==> src/rtl/periph_uart_tx.sv <==
// Memory-mapped UART transmitter: a sequence-byte change in the output peripheral window
// queues the data byte into a 1-deep buffer, then an 8N1 serialiser sends it LSB first.
module periph_uart_tx #(
  parameter int unsigned OUTPUT_PERIPH_LEN = 'h20,
  parameter int unsigned TX_DATA_OFFSET    = 'h0,
  parameter int unsigned TX_SEQ_OFFSET     = 'h1,
  parameter int unsigned CLKS_PER_BIT      = 434
) (
  input  logic                              clk_i,
  input  logic                              rst_ni,
  input  logic [OUTPUT_PERIPH_LEN-1:0][7:0] output_peripherals_mem_i,
  output logic                              tx_o,
  output logic                              busy_o,
  output logic [7:0]                        status_o
);

  localparam int unsigned BaudW = (CLKS_PER_BIT > 1) ? $clog2(CLKS_PER_BIT) : 1;
  localparam logic [BaudW-1:0] BaudLast = BaudW'(CLKS_PER_BIT - 1);

  typedef enum logic [1:0] {
    StIdle,
    StStart,
    StData,
    StStop
  } state_e;

  state_e           state_q, state_d;
  logic [BaudW-1:0] baud_q, baud_d;
  logic [2:0]       idx_q, idx_d;
  logic [7:0]       shift_q, shift_d;
  logic [7:0]       buf_q, buf_d;
  logic             buf_full_q, buf_full_d;
  logic             overrun_q, overrun_d;
  logic             primed_q;
  logic [7:0]       last_seq_q;
  logic             tx_q, tx_d;

  logic [7:0] seq_byte;
  logic [7:0] data_byte;
  logic       req;
  logic       buf_take;
  logic       baud_end;

  assign seq_byte  = output_peripherals_mem_i[TX_SEQ_OFFSET];
  assign data_byte = output_peripherals_mem_i[TX_DATA_OFFSET];

  // The first edge after reset only primes last_seq, so a stale sequence byte is never an event.
  assign req      = primed_q && (seq_byte != last_seq_q);
  assign baud_end = (baud_q == BaudLast);

  always_comb begin
    state_d  = state_q;
    baud_d   = baud_q;
    idx_d    = idx_q;
    shift_d  = shift_q;
    buf_take = 1'b0;

    unique case (state_q)
      StIdle: begin
        if (buf_full_q) begin
          buf_take = 1'b1;
          shift_d  = buf_q;
          baud_d   = '0;
          state_d  = StStart;
        end
      end
      StStart: begin
        if (baud_end) begin
          baud_d  = '0;
          idx_d   = 3'd0;
          state_d = StData;
        end else begin
          baud_d = baud_q + BaudW'(1);
        end
      end
      StData: begin
        if (baud_end) begin
          baud_d = '0;
          if (idx_q == 3'd7) begin
            state_d = StStop;
          end else begin
            idx_d = idx_q + 3'd1;
          end
        end else begin
          baud_d = baud_q + BaudW'(1);
        end
      end
      StStop: begin
        if (baud_end) begin
          baud_d = '0;
          // A buffered byte chains straight into the next start bit with no idle gap.
          if (buf_full_q) begin
            buf_take = 1'b1;
            shift_d  = buf_q;
            state_d  = StStart;
          end else begin
            state_d = StIdle;
          end
        end else begin
          baud_d = baud_q + BaudW'(1);
        end
      end
      default: state_d = StIdle;
    endcase
  end

  always_comb begin
    buf_d      = buf_q;
    buf_full_d = buf_full_q;
    overrun_d  = overrun_q;
    if (buf_take) begin
      buf_full_d = 1'b0;
    end
    if (req) begin
      if (!buf_full_q || buf_take) begin
        buf_d      = data_byte;
        buf_full_d = 1'b1;
      end else begin
        overrun_d = 1'b1;
      end
    end
  end

  // tx is registered, so its level is derived from the state being entered.
  always_comb begin
    tx_d = 1'b1;
    unique case (state_d)
      StStart: tx_d = 1'b0;
      StData:  tx_d = shift_d[idx_d];
      default: tx_d = 1'b1;
    endcase
  end

  always_ff @(posedge clk_i or negedge rst_ni) begin
    if (!rst_ni) begin
      state_q    <= StIdle;
      baud_q     <= '0;
      idx_q      <= 3'd0;
      shift_q    <= 8'h00;
      buf_q      <= 8'h00;
      buf_full_q <= 1'b0;
      overrun_q  <= 1'b0;
      primed_q   <= 1'b0;
      last_seq_q <= 8'h00;
      tx_q       <= 1'b1;
    end else begin
      state_q    <= state_d;
      baud_q     <= baud_d;
      idx_q      <= idx_d;
      shift_q    <= shift_d;
      buf_q      <= buf_d;
      buf_full_q <= buf_full_d;
      overrun_q  <= overrun_d;
      primed_q   <= 1'b1;
      last_seq_q <= seq_byte;
      tx_q       <= tx_d;
    end
  end

  assign tx_o     = tx_q;
  assign busy_o   = (state_q != StIdle) || buf_full_q;
  assign status_o = {5'b0, overrun_q, buf_full_q, busy_o};

endmodule

==> config.mk <==
export PLATFORM = sky130hd
export DESIGN_NAME = periph_uart_tx
export DESIGN_NICKNAME = d
export VERILOG_FILES = /design/src/rtl/periph_uart_tx.sv
export SDC_FILE = /design/constraint.sdc
export NUM_CORES = 1
export LEC_CHECK = 0
export CAP_MARGIN = 10
export CELL_PAD_IN_SITES_DETAIL_PLACEMENT = 1
export CELL_PAD_IN_SITES_GLOBAL_PLACEMENT = 2
export CORE_MARGIN = 10
export CORE_UTILIZATION = 12
export CTS_CLUSTER_DIAMETER = 100
export DETAILED_ROUTE_END_ITERATION = 12
export PLACE_DENSITY_LB_ADDON = 0.1
export SYNTH_ARGS = -nofsm -noshare
export SYNTH_HDL_FRONTEND = slang
export SYNTH_SLANG_ARGS = --single-unit
==> constraint.sdc <==
create_clock -name clk_i -period 3.46 [get_ports clk_i]
set_clock_uncertainty 0.15 [all_clocks]
set_input_delay 0.519 -clock clk_i [delete_from_list [all_inputs] [get_ports clk_i]]
set_output_delay 0.519 -clock clk_i [all_outputs]
set_load 0.01 [all_outputs]
==> metrics list <==
* RSZ-0062 raised after global routing: false
- Remaining global-route overflow: 0
* Max H-tree Level: 2
- Dominant synthesized flop cell: sky130_fd_sc_hd__dfrtp_1
- Maximum buffer depth of the clock tree: 2
- Leaving out fill and tap cells, the most frequent cell in the layout is sky130_fd_sc_hd__dfrtp_1.
- Power density cells: about 380 nW/µm²
* Critical Path Start Type: register
* Path type of the worst setup path: reg -> out
- Layout cells sized above 1: under 10%
* Fraction of the mapped netlist area in simple logic gates: between 10% and 20%
- After detailed routing, the number of remaining DRC violations is 0.
- Clk slew on worst S/H paths: about 0.06 ns
- The floorplan step set the die height to approximately 160 µm.
* Postcts setup bufs: 0
- Pin placement for this block handled ~270 I/O pins.
* Maximum number of pins on one net before global-route repair: 43
* Post-synth EDFFs: 0
- Ant. Diodes: 0
- The via count of the first global-routing pass came to 1862.
- The floorplan step defined a die boundary enclosing approximately 24000 µm².
- In this run the worst hold path is classified as in -> async.
* Transition time at the pin with the least slew margin: 0.619 ns
- Avg WL per Cell: between 10 and 15 µm
* Input/output buffers: 22
* Run status: completed
- Pleak: 1.18 nW
* Max VDD drop: 0.202 mV
- Seq cells post-synth: 42
* Synth warn: 0
- In this run, the number of DRC markers left after iteration 0 of detailed routing was 37.
- Final setup violation count: 0
* Number of hold buffers added after cts: 0
- The first TritonRoute pass finished after 4 iterations.
- Max-cap violations in this run came to 0.
- In this run the horizontal extent of the chip is ~160 µm.
- Number of cell rows: ~50
- CTS saw 42 sinks.
* Global placement routability congestion: between 0.6 and 0.7
- For the final routed database, the setup TNS stands at 0 ns.
* Final-layout fill cell count: just over 2000
- The first global-routing pass estimated ~11000 µm of wire.
- Dividing the detail-routed via count by the number of cells gives 3.52.
- Highest clock rate: about 0.34 GHz
- In this run the clock root is driven by a sky130_fd_sc_hd__clkbuf_16.
* Final max-slew violation count: 0
- Commonest cells after routing, fill and taps aside: 41 x sky130_fd_sc_hd__dfrtp_1, 24 x sky130_fd_sc_hd__nand2_1, 21 x sky130_fd_sc_hd__clkdlybuf4s50_1
- Clock latency reported for the late side of the worst-skew pair: about 0.28 ns
- The synthesized netlist contains between 40 and 50 unique library cells.
- Antenna violation net count after detailed routing: 0
- Along the worst path, the maximum fanout reaches 10.
- Clock tree from TritonCTS: done
- In the synthesized netlist the async set-or-reset flop fraction comes to 100%.
- After synthesis, flip-flops and latches occupy about half of the total area.
- Effective utilization at floorplan: approximately 12%
* Syn Inst Count: approximately 220
- Arrival time worst endpoint: roughly 2.3 ns
- Number of antenna violations at the first check in global routing: 0
- The sequential cells in the finished layout cover a total of 1050 µm².
- Summing the areas of all fa, ha and maj instances in the mapped netlist gives under 10% of the synthesized area.
* Total Wirelength: ~6600 µm
- Number of clock buffers inserted by TritonCTS: 5
- Area after detailed placement: 2650 µm²
- The final hold violation count was 0.
* Syn_area_per_cell: between 10 and 15 µm²
* Fin area: around 2800 µm²
- Overall via count from detail_route: around 1600
- After synthesis, the share of cell area in mux cells is around 5.3%.
- Critical Path Sink Type: output pin
- Core area: roughly 18000 µm²
- Summing the areas of all compound-gate instances in the mapped netlist gives between 10% and 20% of the synthesized area.
- From synthesis to final layout, the design area changed by 27.6%.
* Number of nets in the layout: between 500 and 600
* Synth Area in XOR/XNOR: roughly 3.2%
- Share of the core filled with cells: ~16%
- Gates resized during post-CTS repair numbered 0.
- After layout, the worst path uses a little under nine tenths of the clock period.
- Req. time, crit path: about 2.8 ns
* Final min period: between 2 and 3 ns
- In the global route stage, overall resource usage came out at 5.77%.
- Mapped cell area: about 2200 µm²
- Post-DP HPWL: between 4000 and 5000 µm
* Slew Limit Headroom: a little under 60%
* Footprint of the multi-input gates: 1020 µm²
* Dominant combinational cell family by area after synthesis: simple AND/OR/NAND/NOR gates
==> critical path, cell delays in order, from the launching register on <==
cell                              delay, ns
sky130_fd_sc_hd__dfrtp_1               0.41
sky130_fd_sc_hd__inv_1                 0.15
sky130_fd_sc_hd__ha_1                  0.42
sky130_fd_sc_hd__nor2b_1               0.28
sky130_fd_sc_hd__inv_1                 0.20
sky130_fd_sc_hd__clkdlybuf4s50_1       0.53
==> final timing paths <==
check,depth (start not counted),start,end,slack (ns)
max,5,state_q[0],status_o[0],0.51
max in group asynchronous,2,rst_ni,buf_q[1],2.56
min in group clk_i,2,shift_q[2],shift_q[2],0.32
max reg2reg,7,baud_q[2],tx_o,0.63
min,2,rst_ni,baud_q[6],0.18
min reg2reg,2,shift_q[2],shift_q[2],0.32
==> final cells by class <==
class,instances,share of cell area (%)
clock inverter,1,0.179
clock buffer,7,5.11
timing repair buffer,25,8.51
sequential,42,37.7
tap,229,10.3
multi-input combinational,150,36.5
inverter,13,1.75
==> cell usage after synthesis (2+ instances only) <==
cell type,number,area [µm²]
sky130_fd_sc_hd__dfrtp_1,41,1030
sky130_fd_sc_hd__nand2_1,24,90.1
sky130_fd_sc_hd__o21ai_0,16,80.1
sky130_fd_sc_hd__inv_1,13,48.8
sky130_fd_sc_hd__nand3_1,9,45.0
sky130_fd_sc_hd__buf_4,8,60.1
sky130_fd_sc_hd__ha_1,8,100
sky130_fd_sc_hd__mux2_1,8,90.1
sky130_fd_sc_hd__xnor2_1,8,70.1
sky130_fd_sc_hd__nor2_1,7,26.3
sky130_fd_sc_hd__and3_1,6,37.5
sky130_fd_sc_hd__clkbuf_1,6,22.5
sky130_fd_sc_hd__a21oi_1,4,20.0
sky130_fd_sc_hd__a22o_1,4,35.0
sky130_fd_sc_hd__nand2b_1,4,25.0
sky130_fd_sc_hd__o21ai_1,4,20.0
sky130_fd_sc_hd__nand3b_1,3,22.5
sky130_fd_sc_hd__o2bb2ai_1,3,26.3
sky130_fd_sc_hd__a22oi_1,2,15.0
sky130_fd_sc_hd__a31oi_1,2,12.5
sky130_fd_sc_hd__conb_1,2,7.51
sky130_fd_sc_hd__nand4_1,2,12.5
sky130_fd_sc_hd__nor2b_1,2,12.5
sky130_fd_sc_hd__o211ai_1,2,15.0
sky130_fd_sc_hd__o21bai_1,2,15.0
sky130_fd_sc_hd__o22ai_1,2,12.5
sky130_fd_sc_hd__o31ai_1,2,15.0
==> metrics by stage <==
stage,setup WS [ns],power [mW],hold WS [ns],std cells
floorplan,0.925,0.548,0.0734,219
global placement,0.597,0.582,0.306,459
detailed placement,0.578,0.583,0.306,459
CTS,0.420,1.09,0.227,467
global route,0.276,1.12,0.250,467
finish,0.505,1.06,0.180,467
==> registers in the layout, summed over array words and instances (netlist names) <==
name and count:
primed_q 1, overrun_q 1, shift_q 8, idx_q 3
last_seq_q 8, state_q 2, tx_o 1, baud_q 9
buf_q 8, buf_full_q 1
==> report_power, final <==
part           internal [mW]  switching, mW
Clock                  0.287          0.203
Combinational         0.0293         0.0234
Sequential             0.508         0.0107
Total                  0.824          0.237
==> logic make-up after synthesis <==
| logic type | Yosys count |
|---|---|
| flops | 42 |
| fa+ha+maj | 8 |
| simple gates | 66 |
| mux | 10 |
| other cells | 2 |
| xor+xnor | 8 |
| compound gates | 52 |
| buf+inv | 27 |
==> layer usage <==
metal,wire length [µm],global-route usage [%]
met5,0,0
met4,122,2.70
met3,154,0.937
met2,2990,8.93
met1,3320,7.64
(Power assumes the default switching activity.)
